**config.mk**
```make
export PLATFORM = sky130hd
export DESIGN_NAME = esticador_pulso
export DESIGN_NICKNAME = d
export VERILOG_FILES = /design/src/rtl/esticador_pulso.sv
export SDC_FILE = /design/constraint.sdc
export NUM_CORES = 1
export LEC_CHECK = 0
export ABC_AREA = 1
export CORE_UTILIZATION = 40
export CTS_BUF_LIST = sky130_fd_sc_hd__clkbuf_4 sky130_fd_sc_hd__clkbuf_8
export DETAILED_ROUTE_END_ITERATION = 10
export GPL_TIMING_DRIVEN = 0
export SKIP_CTS_REPAIR_TIMING = 1
export SLEW_MARGIN = 20
export SYNTH_ARGS = -nofsm -noshare
export SYNTH_HDL_FRONTEND = slang
export SYNTH_SLANG_ARGS = --single-unit
```
**constraint.sdc**
```tcl
create_clock -name clk -period 2.6 [get_ports clk]
set_input_delay 0.52 -clock clk [delete_from_list [all_inputs] [get_ports clk]]
set_output_delay 0.52 -clock clk [all_outputs]
set_load 0.1 [all_outputs]
```
**src/rtl/esticador_pulso.sv**
```systemverilog
// Pulse-to-level converter: a one-cycle strobe becomes a registered high level
// of len cycles, followed by GAP low guard cycles. Optional macro: RETRIGGER_EN.
module esticador_pulso #(
   parameter int unsigned W   = 8,
   parameter int unsigned GAP = 1
) (
   input  logic         clk,
   input  logic         clr_n,
   input  logic         pulse_in,
   input  logic [W-1:0] len,
   input  logic         ovr_clr,
   output logic         out,
   output logic         busy,
   output logic         overrun
);

   localparam int unsigned GW = (GAP > 1) ? $clog2(GAP) : 1;
   localparam logic [GW-1:0] GLOAD = (GAP > 0) ? GW'(GAP - 1) : '0;

   typedef enum logic [1:0] {IDLE, ACTIVE, GUARD} state_t;

   state_t        state;
   logic [W-1:0]  cnt;
   logic [GW-1:0] gcnt;
   logic          trig;
   logic          drop;
   logic          reload;

   // len==0 never counts as a trigger, so it can neither start nor drop
   always_comb begin
      trig   = pulse_in && (len != '0);
      drop   = 1'b0;
      reload = 1'b0;
      case (state)
`ifdef RETRIGGER_EN
         ACTIVE:  reload = trig;
`else
         ACTIVE:  drop   = trig;
`endif
         GUARD:   drop   = trig;
         default: drop   = 1'b0;
      endcase
   end

   always_ff @(posedge clk) begin
      if (!clr_n) begin
         state   <= IDLE;
         cnt     <= '0;
         gcnt    <= '0;
         out     <= 1'b0;
         busy    <= 1'b0;
         overrun <= 1'b0;
      end else begin
         // a drop in the same cycle as ovr_clr keeps the flag set
         if (drop)
            overrun <= 1'b1;
         else if (ovr_clr)
            overrun <= 1'b0;

         case (state)
            IDLE: begin
               if (trig) begin
                  state <= ACTIVE;
                  cnt   <= len - 1'b1;
                  out   <= 1'b1;
                  busy  <= 1'b1;
               end
            end
            ACTIVE: begin
               if (reload) begin
                  cnt <= len - 1'b1;
               end else if (cnt != '0) begin
                  cnt <= cnt - 1'b1;
               end else if (GAP > 0) begin
                  state <= GUARD;
                  gcnt  <= GLOAD;
                  out   <= 1'b0;
               end else begin
                  state <= IDLE;
                  out   <= 1'b0;
                  busy  <= 1'b0;
               end
            end
            GUARD: begin
               if (gcnt != '0) begin
                  gcnt <= gcnt - 1'b1;
               end else begin
                  state <= IDLE;
                  busy  <= 1'b0;
               end
            end
            default: begin
               state <= IDLE;
               out   <= 1'b0;
               busy  <= 1'b0;
            end
         endcase
      end
   end

endmodule

```
* After elaboration in Yosys (flattened, before gate mapping)
Index checks and enable logic that the tools add are counted.
** Storage, ports and cells
- Register bits after elaboration :: 14
- Input bits :: 12
- Output and inout port bits :: 3
- Word-level logic and storage cells :: 47
** Operators by class
- Add/subtract/negate cells :: 3
- Equality and inequality tests :: 6
- Muxes and demuxes :: 17
- Bitwise operators :: 2
- Reduce and logical (&&, ||, !) cells :: 13
** Operator list (number)
- 8-bit 2-to-1 mux :: 2
- 8-bit one-hot mux with 2 select lines :: 1
- 8-bit nonzero test :: 2
- 8-bit by 1-bit subtractor with 8-bit output, second input constant :: 2
- 3-bit AND reduction :: 4
- 2-bit != test, second input constant :: 4
- 1-bit 2-to-1 mux :: 7
- 2-bit 2-to-1 mux :: 3
- 1-bit one-hot mux with 3 select lines :: 2
- 2-bit one-hot mux with 3 select lines :: 1
- 2-bit nonzero test :: 3
- 2-bit by 1-bit equality test with 1-bit output, second input constant :: 1
- 2-bit equality test, second input constant :: 1
- 2-bit zero test :: 1
- 1-bit NOT :: 2
- 1-bit one-hot mux with 2 select lines :: 1
- 2-bit AND reduction :: 1
- 2-bit OR reduction :: 1
- 1-bit logical AND :: 1
- 1-bit subtractor, second input constant :: 1

* Depth between registers and ports, before layout
- Word-level depth :: 4
- Gate-level depth with buffers :: 14
- Mapped depth without buffers :: 13

* Worst setup path after synthesis
Ideal clock, no wire load.
- Kind :: flip-flop to flip-flop
- Start point :: reg state[1]
- End point :: reg cnt[6]
- Setup time :: 0.113 ns
- Arrival time :: 1.545 ns
- Required time :: 2.487 ns
- Path slack :: 0.943 ns
- Stages on the path, launching flop included :: 15
- Buffers on the path :: 1
- Clock period less this slack :: 1.657 ns
- Path through :: dfxtp_1 > inv_1 > ha_1 > buf_6 > inv_8 > nand2_1 > nand2_1 > ha_1 > inv_1 > nor2_2 > nand3_1 > nand2_1 > nand2_1 > nor2_1 > nor2_1
** On the way
- Longest elaborated chain between the ends :: 3
- Elaborated cells between the ends (all ways) :: 7
- Those cells by class :: eq/ne: 3; mux: 1; reduce/logical: 3
** Ends and longest elaborated chain
- from (decl) :: RTL line 22 : state_t state;
- from (signal assigned) :: RTL line 47 : state <= IDLE;
- from (signal assigned) :: RTL line 63 : state <= ACTIVE;
- from (signal assigned) :: RTL line 75 : state <= GUARD;
- 2-bit by 1-bit equality test with 1-bit output / 2-bit zero test (equally long branches) :: RTL line 60 : case (state)
- 2-bit != test (no line) / 2-bit nonzero test (equally long branches)
- 3-bit AND reduction (no line)
- to (signal assigned) :: RTL line 64 : cnt <= len - 1'b1;
- to (signal assigned) :: RTL line 71 : cnt <= len - 1'b1;
- to (signal assigned) :: RTL line 73 : cnt <= cnt - 1'b1;
- to (decl) :: RTL line 23 : logic [W-1:0] cnt;
Several ways; a longest one is shown, not always the timed one.
A chain may end at the register's enable or synchronous reset.

* Worst setup path in the final report
- Start point :: reg out
- End point :: out out
** RTL lines
- from (decl) :: RTL line 12 : output logic out,
- from (signal assigned) :: RTL line 50 : out <= 1'b0;
- from (signal assigned) :: RTL line 65 : out <= 1'b1;
- from (signal assigned) :: RTL line 77 : out <= 1'b0;
No word-level cell between the ends.

==> results.txt <==
Share of synthesized area occupied by flip-flops and latches: 26.0%. For this design the static power due to leakage is 0.606 nW. STA classifies the critical path endpoint as an output pin.

The flow ran to the end, and the final reports show no timing, DRC or antenna violations. Die extent in y: 52.0 um. In this run, flip-flops and latches consume 23.0% of the power. Counting flops and latches in the post-synthesis netlist gives 13.

The ratio of total power to cell area works out to 1290 nW/um2. Detailed placement finished with a half-perimeter wire length of 1.79 mm. Setup violations remaining at the end of the flow were counted as 0.

From synthesis to final layout, the design area changed by 20.5%. Static timing analysis puts the maximum clock frequency at 0.440 GHz. Counting every sink on the clock net gives 13. In this run the clock root is driven by a sky130_fd_sc_hd__clkbuf_4. The tools report the starting density of the core as 44.0%.

The critical path start-end classification was reg -> out. TritonCTS built the clock tree. After layout, the design draws a total of 0.00156 W. The final period utilization was 87.4%. The remaining antenna violation count after routing came out at 0. The worst setup path is launched from a flip-flop. In this run the worst hold path is classified as reg -> reg. The tools report the remaining routing DRC violations as 0. In this run the most critical hold path is launched from out.

The number of levels in the clock H-tree was 1. Setup repair after global routing left no endpoint under its margin. Tracing the worst setup path back leads to its startpoint at out. 0 antenna diodes ended up in the layout.

The run gives 4 as the number of iterations in the first detailed-routing pass. The synthesized cell area was 1000 um2; the DRC violation total after the first TritonRoute iteration was 18. Synthesis produced 166 cells. Counting every net in the synthesized netlist gives 182. The final-layout setup total negative slack is 0 ns, and the die extent in x is 52.0 um. Setup slack closes at 0.327 ns.

The first global-routing pass estimated 3.91 mm of wire. The tools report the cell row count as 17. The area of the die is 2710 um2, and the number of max-slew violations in the final report is 0. The run gives 15 as the top-level I/O count.

The tools report the number of antenna violations at the first check in global routing as 0. The maximum number of pins on one net before global-route repair is 11. The run gives 21 as the count of unique library cells instantiated by Yosys. The total area inside the core boundary comes to 2280 um2. Kind of cell adding the most delay to the critical path: buffers and inverters. For the pin with the worst max-slew slack, the measured transition is 0.958 ns.

Net switching is 52.8% of the power. The ratio of cells with drive above 1 in the final layout came out at 10.9%. The combinational share of power is 67.8%. The count of fill cells added during filler insertion was 235.

The run gives 2.23 mm as the aggregate routed wire length. VDD sags by at most 0.665 mV. The tools report the worst endpoint data arrival time as 1.75 ns. For this run, the slowest stage of the critical path takes 1.13 ns. The logs give 0 for the number of warnings printed during yosys synthesis and 0.459 ns for the smallest hold slack. The internal portion of the total power is 0.000735 W.

The total count of hold-check failures in the final report is 0. The count of buffers added on input and output ports is 14. In this run, the clock network consumes 9.3% of the power. The number of buffers created by CTS was 3.

The maximum fanout encountered on the critical timing path is 2. After synthesis, the mean cell area works out to 6.03 um2. In the layout the commonest cells are 55 x sky130_fd_sc_hd__nand2_1, 27 x sky130_fd_sc_hd__nor2_1, 23 x sky130_fd_sc_hd__inv_1. Walking the worst path, the cells encountered are clkdlybuf4s50_1. The most common library cell in the layout ignoring fill and taps is sky130_fd_sc_hd__nand2_1.

The total area of sequential cells was 260 um2; the source-to-sink clock delay at the later pin of the worst-skew pair was 0.29 ns. The routed layout has 992 vias. The number of buffers on the longest clock path is 2.

Global routing used 19.9% of the available tracks across all layers. The worst-case clock skew is 0.0124 ns. The relative max-transition margin was 35.9%; the average wire length per cell after detail routing was 10.5 um. The start of the worst register-to-register path was state[1]. The buffering stage count on the worst path with inverters included is 1, and the placement-stage worst setup slack is 0.576 ns. The utilization after layout is 53.0%, and the final weighted congestion in routability-driven placement is 0.806. The tools report the via count of the first global-routing pass as 920.

In the final layout, the multi-input gates occupy 593 um2. The run gives 0 as the sum of overflow across all layers after global routing. The critical-path cell with the highest stage delay is sky130_fd_sc_hd__clkdlybuf4s50_1. The number of max-cap violations is 0, and the final net count is 201.

The clock transition at the registers of the reported paths was 0.09 ns; the data required time of the worst path was 2.08 ns. In the routed layout, each cell is associated on average with a via count of 4.68. The net switching power is 0.000824 W, and the clock period minus final worst setup slack is 2.27 ns.
## Yosys cell counts, drive strengths merged
| cell type | number | area (um2) |
|---|---|---|
| o21ai | 7 | 38.8 |
| nand3b | 2 | 15.0 |
| buf | 4 | 50.1 |
| o211ai | 1 | 7.51 |
| nand4 | 1 | 6.26 |
| nand2 | 62 | 255 |
| nor2 | 29 | 114 |
| inv | 24 | 97.6 |
| ha | 4 | 50.1 |
| a21oi | 10 | 61.3 |
| nand3 | 9 | 45.0 |
| dfxtp | 13 | 260 |
## state kept, by name, indices dropped and copies added, names as in the netlist
register and count:
cnt 8, state 2, busy 1, out 1, overrun 1
## metal layers
metal / routed length (um) / vias up / track usage, %
met2: 1010 / 13 / 32.1
li1: - / 548 / -
met5: 0 / - / 0
met3: 68 / 4 / 5.26
met4: 24 / 0 / 5.41
met1: 1130 / 427 / 25.8
## power by group through the flow
| stage | clock network (W) | registers (W) | logic (W) |
|---|---|---|---|
| final | 0.000144 | 0.000358 | 0.00106 |
| after detailed placement | 0 | 0.000363 | 0.00106 |
| after CTS | 0.000148 | 0.000358 | 0.00107 |
| after global placement | 0 | 0.000360 | 0.00104 |
| after global routing | 0.000158 | 0.000371 | 0.00120 |
| after floorplan | 0 | 0.000484 | 0.000727 |
## cell type report
type	instances	area share [%]
buffer	4	4.15
clock buffer	4	2.49
inverter	24	8.09
multi-input combinational	125	49.2
sequential	13	21.6
tap	28	2.90
timing repair buffer	14	11.6
## worst reg2reg max path: stages (launching register included)
cell	delay [ns]
sky130_fd_sc_hd__dfxtp_1	0.34
sky130_fd_sc_hd__inv_1	0.07
sky130_fd_sc_hd__ha_1	0.19
sky130_fd_sc_hd__buf_6	0.15
sky130_fd_sc_hd__inv_8	0.08
sky130_fd_sc_hd__nand2_1	0.05
sky130_fd_sc_hd__nand2_1	0.14
sky130_fd_sc_hd__ha_1	0.20
sky130_fd_sc_hd__inv_1	0.06
sky130_fd_sc_hd__nor2_2	0.15
sky130_fd_sc_hd__nand3_1	0.09
sky130_fd_sc_hd__nand2_1	0.07
sky130_fd_sc_hd__nand2_1	0.05
sky130_fd_sc_hd__nor2_1	0.08
sky130_fd_sc_hd__nor2_1	0.05
## cell families (layout without fill, tap and decap cells)
logic type	count (synthesis)	count (layout)	synth area share, %
compound gates	18	18	10.7
fa+ha+maj	4	4	5.00
buf+inv	28	46	14.7
flops	13	13	26.0
simple gates	103	103	43.5
## path summary, 6_finish.rpt
kind	endpoint	slack, ns	depth (start not counted)
max reg2reg	cnt[6]	0.72	14
min reg2reg	out	0.46	2
max	out	0.33	1
min	out	0.46	2
## stage by stage
stage / cells / instance area, um2
floorplan: 166 / 1000
global placement: 208 / 1180
detailed placement: 208 / 1180
CTS: 212 / 1210
global route: 212 / 1210
finish: 212 / 1210
Note: power is estimated with default switching activity, not from simulation.
==> RTL edit (same flow settings) <==
`W`: 8 -> 7.
--- a/src/rtl/esticador_pulso.sv
+++ b/src/rtl/esticador_pulso.sv
@@ -3,3 +3,3 @@
 module esticador_pulso #(
-   parameter int unsigned W   = 8,
+   parameter int unsigned W   = 7,
    parameter int unsigned GAP = 1
Ports: changed (resized len); port bits go from 15 to 14. The function was not compared with the original's and may differ.
==> RTL edit against the unedited design <==
Cell area decreased by 3.1%. Power decreased by 12%. Routed wire length decreased by 1.7%. Synthesized area decreased by 3.4%. Sequential cell count decreased by 1. Register-to-register slack improved by 0.06 ns. Non-clock buffer count decreased by 2. First-iteration DRC count decreased by 17%. Die area decreased by 3.3%. Setup slack improved by 0.015 ns. Final cell count decreased by 3.3%. Synthesized cell count decreased by 3.6%. Clock skew decreased by 0.0089 ns.
==> RTL edit: results (changes against the unedited design) <==
* Status: finished, final reports clean
* Synth warn at 0 (unchanged)
* Pre-Repair DR Iteration Count at 2 (-2)
* Commonest cells post-synth: nand2_1, nor2_1, inv_1, dfxtp_1, nand3_1
* Mux cell area share after synthesis at 0% (unchanged)
* Post-Synth XOR/XNOR Area at 0.906% (+0.91 points)
* Largest regs: cnt (7), state (2)
* Sequential-to-total area share from yosys stat at 24.8% (-1.2 points)
* Post-synthesis compound-gate area fraction at 10.9% (+0.12 points)
* WP data arrival at approximately 1.7 ns
* DR vias/cell at 4.64 (-0.76%)
* Synth async-reset ratio at 0% (unchanged)
* Peak fanout along the critical path at 2 (unchanged)
* CTS max path bufs at 2 (unchanged)
* Number of fill cells in the layout at 245 (+4.3%)
* Initial drt markers at 15 (-3)
* CTS root buf: clkbuf_4
* Skew final at 0.00357 ns (-0.00888 ns)
* Gpl congestion at 0.809 (+0.32%)
* Clock Pin Slew Worst Setup and Hold Paths at 0.07 ns (-0.02 ns)
* Vias in the first global route at 856 (-7.0%)
* Buffers on Ports at 13 (-1)
* Post-Syn Nets at 175 (-3.8%)
* Nets at 193 (-4.0%)
* Crit-path slowest cell: clkdlybuf4s50_1
* Leak Pwr at 0.594 nW (-1.9%)
* Global-route wire length before repair at 3.73 mm (-4.6%)
* Fraction of layout cells with a size suffix above 1 at 10.7% (-0.14 points)
* GRT Total Usage at 19.5% (-0.34 points)
* Least-Margin Pin Slew at 0.960 ns (+0.00187 ns)
* Synth Area in Adders at 5.17% (+0.17 points)
* Maximum VDD drop at 0.000829 V (+25%)
* Initial antenna violation count at 0 (unchanged)
* Synth top area cells: dfxtp_1, nand2_1, nor2_1
* Internal power at 654 uW (-11%)
* Largest stage delay on the critical path at 1.13 ns (about the same)
* Hpwl dp at 1.75 mm (-2.3%)
* Routed wire length at 2.19 mm (-1.7%)
[RTL edit: routing by layer]
layer  global-route usage, %  vias to the layer above  share of wire (%)
li1                        -                      531                  -
met3                   0.893                        5                2.6
met1                    24.6                      403                 50
met4                    11.1                        0                2.3
met2                    32.9                       13                 45
met5                       0                        -                  0
[RTL edit: per-stage QoR]
stage | area [um^2] | power (mW) | setup WS (ns) | hold slack (ns) | instances
after floorplan | 967 | 1.04 | 0.952 | 0.453 | 160
after global placement | 1130 | 1.21 | 0.579 | 0.444 | 201
after detailed placement | 1130 | 1.22 | 0.554 | 0.446 | 201
after CTS | 1170 | 1.37 | 0.330 | 0.457 | 205
after global routing | 1170 | 1.51 | 0.303 | 0.483 | 205
final | 1170 | 1.37 | 0.342 | 0.455 | 205
[RTL edit: worst reg2reg max path, delay by kind of cell, from the launching register on]
kind / cells / cell delay [ns]
AO/OA/AOI/OAI: 1 / 0.09
XOR/XNOR: 1 / 0.18
AND/OR/NAND/NOR: 4 / 0.39
buffers and inverters: 2 / 0.24
flip-flops: 1 / 0.35
adder cells (fa/ha/maj): 2 / 0.47
[RTL edit: worst paths after layout]
check | from | endpoint | slack, ns | cells past startpoint
max reg2reg | state[1]$_SDFFE_PN0P_ | cnt[2]$_SDFFE_PN0P_ | 0.78 | 10
min | out$_SDFFE_PN0P_ | out$_SDFFE_PN0P_ | 0.45 | 2
min reg2reg | out$_SDFFE_PN0P_ | out$_SDFFE_PN0P_ | 0.45 | 2
max | out$_SDFFE_PN0P_ | out | 0.34 | 1
[RTL edit: cells by family after synthesis]
family / after synthesis
AND/OR/NAND/NOR: 102
buffers and inverters: 25
flip-flops: 12
adder cells (fa/ha/maj): 4
AO/OA/AOI/OAI: 16
XOR/XNOR: 1
[RTL edit: final cells by class]
class | count | area share (%)
Buffer | 3 | 3.32
Clock buffer | 4 | 3.10
Inverter | 22 | 7.07
Multi-Input combinational cell | 123 | 51.8
Sequential cell | 12 | 20.6
Tap cell | 28 | 3.00
Timing Repair Buffer | 13 | 11.1
[RTL edit: power groups by stage]
stage	clock (mW)	combinational [mW]	sequential (mW)
final	0.148	0.929	0.294
after CTS	0.152	0.928	0.295
after global routing	0.165	1.04	0.301
after detailed placement	0	0.924	0.299
after global placement	0	0.914	0.298
after floorplan	0	0.633	0.405
